**src/rtl/write_arbiter.sv**
```systemverilog
// Shares one write submodule among NUM_PORTS requesters with a one-cycle ack per write.
// Define WRITE_ARBITER_FIXED_PRIO_EN for fixed priority (lowest index wins) instead of round-robin.
//
// state       | meaning
// IDLE        | waiting for any req; picks winner and latches addr/data
// ISSUE       | one-cycle wr_start to the submodule
// WAIT_BUSY   | waiting for the submodule to drop wr_done
// WAIT_DONE   | waiting for wr_done; captures wr_resp
// RESPOND     | ack pulse to the granted port
module write_arbiter #(
  parameter int NUM_PORTS  = 4,
  parameter int GRANT_WDTH = 2,
  parameter int ADDR_WDTH  = 4,
  parameter int DATA_WDTH  = 32,
  parameter int RESP_WDTH  = 1
) (
  input  logic                           clk,
  input  logic                           rst_n,
  input  logic [NUM_PORTS-1:0]           req,
  input  logic [NUM_PORTS*ADDR_WDTH-1:0] req_addr,
  input  logic [NUM_PORTS*DATA_WDTH-1:0] req_data,
  output logic [NUM_PORTS-1:0]           ack,
  output logic [RESP_WDTH-1:0]           rsp,
  output logic [GRANT_WDTH-1:0]          grant_id,
  output logic                           busy,
  output logic                           wr_start,
  output logic [ADDR_WDTH-1:0]           wr_addr,
  output logic [DATA_WDTH-1:0]           wr_data,
  input  logic                           wr_done,
  input  logic [RESP_WDTH-1:0]           wr_resp
);

  typedef enum logic [2:0] {
    S_IDLE      = 3'd0,
    S_ISSUE     = 3'd1,
    S_WAIT_BUSY = 3'd2,
    S_WAIT_DONE = 3'd3,
    S_RESPOND   = 3'd4
  } state_t;

  state_t                  state_q, state_d;
  logic [GRANT_WDTH-1:0]   grant_id_q, grant_id_d;
  logic [ADDR_WDTH-1:0]    wr_addr_q, wr_addr_d;
  logic [DATA_WDTH-1:0]    wr_data_q, wr_data_d;
  logic [RESP_WDTH-1:0]    rsp_q, rsp_d;

  logic                    found;
  logic [GRANT_WDTH-1:0]   pick;
  logic [ADDR_WDTH-1:0]    pick_addr;
  logic [DATA_WDTH-1:0]    pick_data;

`ifdef WRITE_ARBITER_FIXED_PRIO_EN
  always_comb begin
    found     = 1'b0;
    pick      = '0;
    pick_addr = '0;
    pick_data = '0;
    for (int i = 0; i < NUM_PORTS; i++) begin
      if (!found && req[i]) begin
        found     = 1'b1;
        pick      = GRANT_WDTH'(i);
        pick_addr = req_addr[i*ADDR_WDTH +: ADDR_WDTH];
        pick_data = req_data[i*DATA_WDTH +: DATA_WDTH];
      end
    end
  end
`else
  logic [GRANT_WDTH-1:0]   last_grant_q, last_grant_d;

  // Two passes: ports above last_grant first, then wrap to the ports at or below it.
  always_comb begin
    found     = 1'b0;
    pick      = '0;
    pick_addr = '0;
    pick_data = '0;
    for (int i = 0; i < NUM_PORTS; i++) begin
      if (!found && req[i] && (i > int'(last_grant_q))) begin
        found     = 1'b1;
        pick      = GRANT_WDTH'(i);
        pick_addr = req_addr[i*ADDR_WDTH +: ADDR_WDTH];
        pick_data = req_data[i*DATA_WDTH +: DATA_WDTH];
      end
    end
    for (int i = 0; i < NUM_PORTS; i++) begin
      if (!found && req[i] && (i <= int'(last_grant_q))) begin
        found     = 1'b1;
        pick      = GRANT_WDTH'(i);
        pick_addr = req_addr[i*ADDR_WDTH +: ADDR_WDTH];
        pick_data = req_data[i*DATA_WDTH +: DATA_WDTH];
      end
    end
  end

  always_comb begin
    last_grant_d = last_grant_q;
    if ((state_q == S_IDLE) && found) last_grant_d = pick;
  end

  always_ff @(posedge clk or negedge rst_n) begin
    if (!rst_n) last_grant_q <= GRANT_WDTH'(NUM_PORTS - 1);
    else        last_grant_q <= last_grant_d;
  end
`endif

  always_comb begin
    state_d    = state_q;
    grant_id_d = grant_id_q;
    wr_addr_d  = wr_addr_q;
    wr_data_d  = wr_data_q;
    rsp_d      = rsp_q;
    wr_start   = 1'b0;
    ack        = '0;
    busy       = 1'b1;
    case (state_q)
      S_IDLE: begin
        busy = 1'b0;
        if (found) begin
          grant_id_d = pick;
          wr_addr_d  = pick_addr;
          wr_data_d  = pick_data;
          state_d    = S_ISSUE;
        end
      end
      S_ISSUE: begin
        wr_start = 1'b1;
        state_d  = S_WAIT_BUSY;
      end
      S_WAIT_BUSY: begin
        if (!wr_done) state_d = S_WAIT_DONE;
      end
      S_WAIT_DONE: begin
        if (wr_done) begin
          rsp_d   = wr_resp;
          state_d = S_RESPOND;
        end
      end
      S_RESPOND: begin
        ack     = NUM_PORTS'(1) << grant_id_q;
        state_d = S_IDLE;
      end
      default: begin
        busy    = 1'b0;
        state_d = S_IDLE;
      end
    endcase
  end

  always_ff @(posedge clk or negedge rst_n) begin
    if (!rst_n) begin
      state_q    <= S_IDLE;
      grant_id_q <= '0;
      wr_addr_q  <= '0;
      wr_data_q  <= '0;
      rsp_q      <= '0;
    end else begin
      state_q    <= state_d;
      grant_id_q <= grant_id_d;
      wr_addr_q  <= wr_addr_d;
      wr_data_q  <= wr_data_d;
      rsp_q      <= rsp_d;
    end
  end

  assign grant_id = grant_id_q;
  assign wr_addr  = wr_addr_q;
  assign wr_data  = wr_data_q;
  assign rsp      = rsp_q;

endmodule
```
**config.mk**
```make
export PLATFORM = sky130hd
export DESIGN_NAME = write_arbiter
export DESIGN_NICKNAME = d
export VERILOG_FILES = /design/src/rtl/write_arbiter.sv
export SDC_FILE = /design/constraint.sdc
export NUM_CORES = 1
export LEC_CHECK = 0
export CAP_MARGIN = 20
export CORE_MARGIN = 2
export CORE_UTILIZATION = 41
export DETAILED_ROUTE_END_ITERATION = 6
export GPL_TIMING_DRIVEN = 0
export PLACE_DENSITY_LB_ADDON = 0.25
export SYNTH_ARGS = -nofsm -noshare
export SYNTH_HDL_FRONTEND = slang
export SYNTH_SLANG_ARGS = --single-unit
```
**constraint.sdc**
```tcl
create_clock -name clk -period 2.25 [get_ports clk]
set_clock_uncertainty 0.05 [all_clocks]
set_input_delay 0.45 -clock clk [delete_from_list [all_inputs] [get_ports clk]]
set_output_delay 0.45 -clock clk [all_outputs]
set_load 0.02 [all_outputs]
```
==> impl_metrics.json, run 1 <==
{
  "status": "completed",
  "fin_cells": 854,
  "period_share_pct": 98.65,
  "ios": 197,
  "whs_ns": 0.04639,
  "viasPerCell": 6.564,
  "ant_nets": 0,
  "drt-pass1-iter-count": 5,
  "place_congestion": 0.9058,
  "syn-cell-area_um2": 3950,
  "peakVddDrop_mv": 0.5820,
  "drive_gt1_share_pct": 10.48,
  "crit_start": "req[3]",
  "period_minus_slack_ns": 2.220,
  "wl_per_cell_um": 21.03,
  "synth_edf_count": 0,
  "max_freq_ghz": 0.4505,
  "port_buffers": 196,
  "powerDensity_nw_per_um2": 1097,
  "cts_inserted_buffers": 5,
  "antenna_found_initial": 0,
  "cts_root_buf": "clkbuf_8",
  "required_ns": 2.38,
  "worst_slew_pin_slew_ns": 0.5969,
  "setup_viol": 0,
  "synth_warnings": 0,
  "hold_path.class": "in -> async",
  "syn_avg_cell_area_um2": 7.626,
  "ys_types": 45,
  "path_class": "in -> reg",
  "htreeDepth": 2,
  "insertion_delay_ns": 0.30,
  "die_y_um": 102.2,
  "synthFlopType": "dfrtp_1",
  "grt_start_max_net_pins": 27,
  "final_cell_mix": "clkdlybuf4s50_1, o21ai_0, dfrtp_1",
  "r2r-start": "last_grant_q[0]",
  "crit_arrival_ns": 2.35,
  "track_usage_pct": 32.83,
  "final-max-slew-violation-count": 0,
  "start_util_pct": 42.55,
  "dieArea_um2": 10440,
  "cts.sinks": 44,
  "slew_headroom_pct": 59.70,
  "dr.first_iter.drc_count": 508,
  "cts_hold_buf": 0,
  "grt_pass1_vias": 5581,
  "leakagePower_nw": 2.514,
  "area_growth_pct": 60.88,
  "num_vias": 5606,
  "drc": 0,
  "drt-total-wl_um": 17960,
  "fp.dieW_um": 102.2,
  "rows": 35,
  "coreArea_um2": 9284,
  "rrSetupSlack_ns": 0.06,
  "syn-instance-count": 518,
  "synth_seq_area_share_pct": 27.94,
  "synthArstFlopShare_pct": 100.0,
  "antennaDiodeCount": 0,
  "clkTransAtPathRegs_ns": 0.10,
  "dp.cells": 844,
  "nNetsFinal": 876,
  "cp-start-kind": "primary input",
  "cap_violations": 0,
  "clockBufferDepth": 2,
  "cts_tree": "yes",
  "finalPower_mw": 6.969,
  "grt_pass1_wl_um": 27220,
  "end_kind": "register",
  "hpwl_um": 12720,
  "final_common_cell": "clkdlybuf4s50_1",
  "path_max_fanout": 10,
  "hold_viol": 0,
  "overflow": 0,
  "synth_seq_cells": 44,
  "synth_fp_nets": 670
}
-- routing by layer --
metal  part of all wire, %  track usage, %
met5                     0               0
met3                    13           7.250
met4                   3.7           16.92
met1                    36           39.83
met2                    47           54.71
-- worst max-delay path, cell delays in order --
cell	delay [ns]
dlygate4sd2_1	0.41
nand2b_2	0.18
nand4_1	0.15
buf_2	0.22
clkbuf_4	0.27
o21ai_0	0.10
a2111oi_0	0.40
o22ai_1	0.15
-- power by group --
| part | leakage, nW | switching [mW] | total [mW] | internal, mW |
|---|---|---|---|---|
| Combinational | 1.95 | 2.68 | 4.81 | 2.13 |
| Clock | 0.0541 | 0.314 | 0.643 | 0.329 |
| Sequential | 0.508 | 0.299 | 1.52 | 1.22 |
| Total | 2.51 | 3.29 | 6.97 | 3.68 |
-- Yosys cell counts (all sizes together), types with 8 or more instances --
library cell | instances | area (µm²)
and3 | 26 | 162.7
dfrtp | 42 | 1051
o31ai | 8 | 60.06
a221o | 11 | 110.1
o221ai | 11 | 96.34
a2111oi | 18 | 176.4
clkbuf | 41 | 153.9
nor3b | 18 | 135.1
and3b | 17 | 148.9
buf | 18 | 87.59
nand2 | 36 | 135.1
nand3 | 31 | 155.2
nor2 | 27 | 111.4
or3 | 15 | 93.84
nor3 | 14 | 70.07
a221oi | 9 | 78.83
a2bb2oi | 11 | 96.34
a21oi | 34 | 170.2
a21o | 11 | 82.58
o22ai | 18 | 112.6
o21ai | 43 | 215.2
a31oi | 29 | 181.4
-- area by class of cell --
| class | count | area (µm²) |
|---|---|---|
| tap | 129 | 161.4 |
| fill | 806 | 2929 |
| sequential | 44 | 1104 |
| clock inverter | 3 | 42.54 |
| timing repair buffer | 201 | 1998 |
| buffer | 57 | 287.8 |
| multi-input combinational | 413 | 2685 |
| clock buffer | 5 | 68.82 |
| inverter | 2 | 7.507 |
-- kinds of logic (layout without fill, tap and decap cells) --
| group | count (synthesis) | count (layout) | share of synthesized area (%) |
|---|---|---|---|
| DFF | 44 | 44 | 27.94 |
| xor gates and xnor gates | 1 | 1 | 0.2218 |
| buffers and inverters | 61 | 268 | 6.304 |
| AOI/OAI and AO/OA | 213 | 213 | 37.31 |
| muxes | 1 | 1 | 0.2851 |
| and+or+nand+nor | 198 | 198 | 27.94 |
-- worst paths after layout --
kind	endpoint	cells after the start
worst max-delay path	wr_data[29]	8
worst min-delay path	wr_data[9]	1
worst max register to register	wr_data[28]	6
worst min register to register	rsp	1
max in group asynchronous	last_grant_q[0]	2
min in group clk	rsp	1
-- flip-flops by register name (all words and copies together) (netlist names) --
signal,count
state_q,3
wr_addr,4
grant_id,2
rsp,1
wr_data,32
last_grant_q,2
-- metrics by stage --
step / utilization [%] / setup WS [ns] / TNS [ns] / cell area (µm²)
floorplan: - / 0.3267 / 0 / 3950
finish: 68.45 / 0.03041 / 0 / 6355
global placement: 65.42 / -0.7459 / -50.84 / 6073
CTS: 67.97 / 0.02170 / 0 / 6310
global route: 68.45 / -0.03312 / -0.03312 / 6355
detailed placement: 65.58 / -0.6392 / -22.22 / 6088
-- timing repair --
action | 4_1_cts | 5_1_grt
setup buffers | 4 | 0
endpoints found under the setup margin | 46 | 30
pin swaps | 3 | 1
resized for setup | 50 | 25
endpoints found under the hold margin | 0 | 0
(Power assumes the default switching activity.)
==> run 2: changes to the inputs <==
Settings changed: ABC_CLOCK_PERIOD_IN_PS from default to 2250, CORE_ASPECT_RATIO from default to 1.75.
==> run 2 against run 1 <==
  * Global-route usage grew 1.2 points
  * Register-to-register slack is essentially flat
  * Final cell count shrank 0.94%
  * Sequential cell count is the same
  * Maximum frequency grew 1.8%
  * Critical endpoint is now wr_data[0]
==> impl_metrics.json, run 2 (synthesis gave the netlist of run 1 again) <==
{
  "r2r_end": "wr_addr[1]",
  "ff2ff_path_depth": 8,
  "grt_pass1_wl_um": 28210,
  "place_congestion": 0.9262,
  "largest_register_ffs": 32,
  "drc": 0,
  "peakVddDrop_mv": 0.6919,
  "drt-total-wl_um": 18460,
  "period_minus_slack_ns": 2.181,
  "period_share_pct": 96.94,
  "hpwl_um": 13350,
  "p_sw_mw": 3.348,
  "cap_violations": 0,
  "final-max-slew-violation-count": 0,
  "grt_start_max_net_pins": 33,
  "num_vias": 5570,
  "clockPowerShare_pct": 14.9,
  "powerDensity_nw_per_um2": 1156,
  "multi_input_area_um2": 2686,
  "preCtsSetupSlack_ns": -0.6752,
  "status": "completed",
  "slew_headroom_pct": 57.94,
  "dieArea_um2": 10470,
  "finalPower_mw": 7.450,
  "drt-pass1-iter-count": 6,
  "dp.cells": 837,
  "coreArea_um2": 9409,
  "leakagePower_nw": 2.575,
  "hold_viol": 0,
  "antenna_found_initial": 0,
  "crit_arrival_ns": 2.31,
  "internal-power_mw": 4.102,
  "final_cell_mix": "clkdlybuf4s50_1, o21ai_0, dfrtp_1",
  "seqCellArea_um2": 1104,
  "wl_per_cell_um": 21.82,
  "end_kind": "register",
  "path_max_fanout": 10,
  "fp.dieW_um": 78.20,
  "insertion_delay_ns": 0.29,
  "rrSetupSlack_ns": 0.07,
  "path_class": "in -> reg",
  "die_y_um": 133.8,
  "nNetsFinal": 874,
  "port_buffers": 196,
  "ios": 197,
  "whs_ns": 0.004409,
  "cts_root_buf": "clkbuf_16",
  "cts.sinks": 44,
  "ant_nets": 0,
  "cp-start-kind": "primary input",
  "clockBufferDepth": 2,
  "start_util_pct": 41.98,
  "area_growth_pct": 63.16,
  "postLayoutSetupSlackWorst_ns": 0.06882,
  "cts_inserted_buffers": 5,
  "cts_hold_buf": 0,
  "post-route-util_pct": 68.50,
  "clkTransAtPathRegs_ns": 0.07,
  "final_common_cell": "clkdlybuf4s50_1",
  "cts_tree": "yes",
  "track_usage_pct": 33.98,
  "critical_path.endpoint": "wr_data[0]",
  "htreeDepth": 2,
  "grt_pass1_vias": 5774,
  "viasPerCell": 6.584,
  "setup_viol": 0,
  "r2r-start": "last_grant_q[0]",
  "drive_gt1_share_pct": 11.07,
  "power_frac_comb_pct": 64.8,
  "hold_path.class": "in -> async",
  "overflow": 0,
  "required_ns": 2.38,
  "rows": 47,
  "p_sw_share_pct": 44.94,
  "nFillCells": 806,
  "max_freq_ghz": 0.4585,
  "worst_slew_pin_slew_ns": 0.6309,
  "seq_power_share_pct": 20.3,
  "crit_start": "req[1]",
  "dr.first_iter.drc_count": 501,
  "fin_cells": 846
}
run 2: changes by cell type in the layout (fill, tap and decap cells not counted), moves of 2 or more:
cell       before  now
clkbuf_8        5    0
clkbuf_1       16   10
clkbuf_2       17   24
bufinv_16       1    3
clkbuf_16       0    5
run 2: worst min-delay path by stage:
stage | to | slack (ns)
finish | wr_data[2] | 0.004
global route | wr_data[2] | 0.01
CTS | wr_data[2] | 0.01
detailed placement | wr_data[2] | 0.33
global placement | rsp | 0.44
floorplan | grant_id[0] | 0.10
run 2: cell type report:
cell class	count	share of cell area (%)
Clock inverter	3	1.398
Multi-Input combinational cell	413	41.68
Buffer	56	4.504
Antenna cell	1	0.03883
Clock buffer	5	1.941
Tap cell	122	2.368
Sequential cell	44	17.12
Inverter	2	0.1165
Timing Repair Buffer	200	30.83
run 2: metal layers:
metal / vias to the layer above / routed length (µm) / track usage [%]
li1: 2431 / - / -
met1: 2583 / 6290 / 34.88
met2: 448 / 9567 / 61.83
met3: 108 / 1623 / 7.470
met4: 0 / 977 / 20.27
met5: - / 0 / 0
run 2: power by group through the flow:
| stage | sequential, mW | clock [mW] | combinational, mW |
|---|---|---|---|
| global route | 1.55 | 1.16 | 5.13 |
| detailed placement | 1.49 | 0 | 4.56 |
| global placement | 1.48 | 0 | 4.46 |
| CTS | 1.51 | 1.11 | 4.69 |
| finish | 1.51 | 1.11 | 4.83 |
| floorplan | 1.89 | 0 | 2.27 |
run 2: critical path, cell delays in order:
cell and delay [ns]:
dlygate4sd2_1 0.31, buf_4 0.21, or4_1 0.57, clkbuf_4 0.22, buf_2 0.21, o221ai_1 0.24, a2bb2oi_1 0.09
run 2: repair_timing:
item / CTS / global route
setup buffers: 3 / 0
gates resized for setup: 55 / 29
pin swaps: 3 / 2
setup endpoints to repair: 46 / 27
run 2: metrics by stage:
step / setup TNS, ns / instance area, µm²
after floorplan: 0 / 3950
after global placement: -49.95 / 6065
final: 0 / 6445
after global routing: -0.007047 / 6442
after CTS: 0 / 6411
after detailed placement: -21.88 / 6080
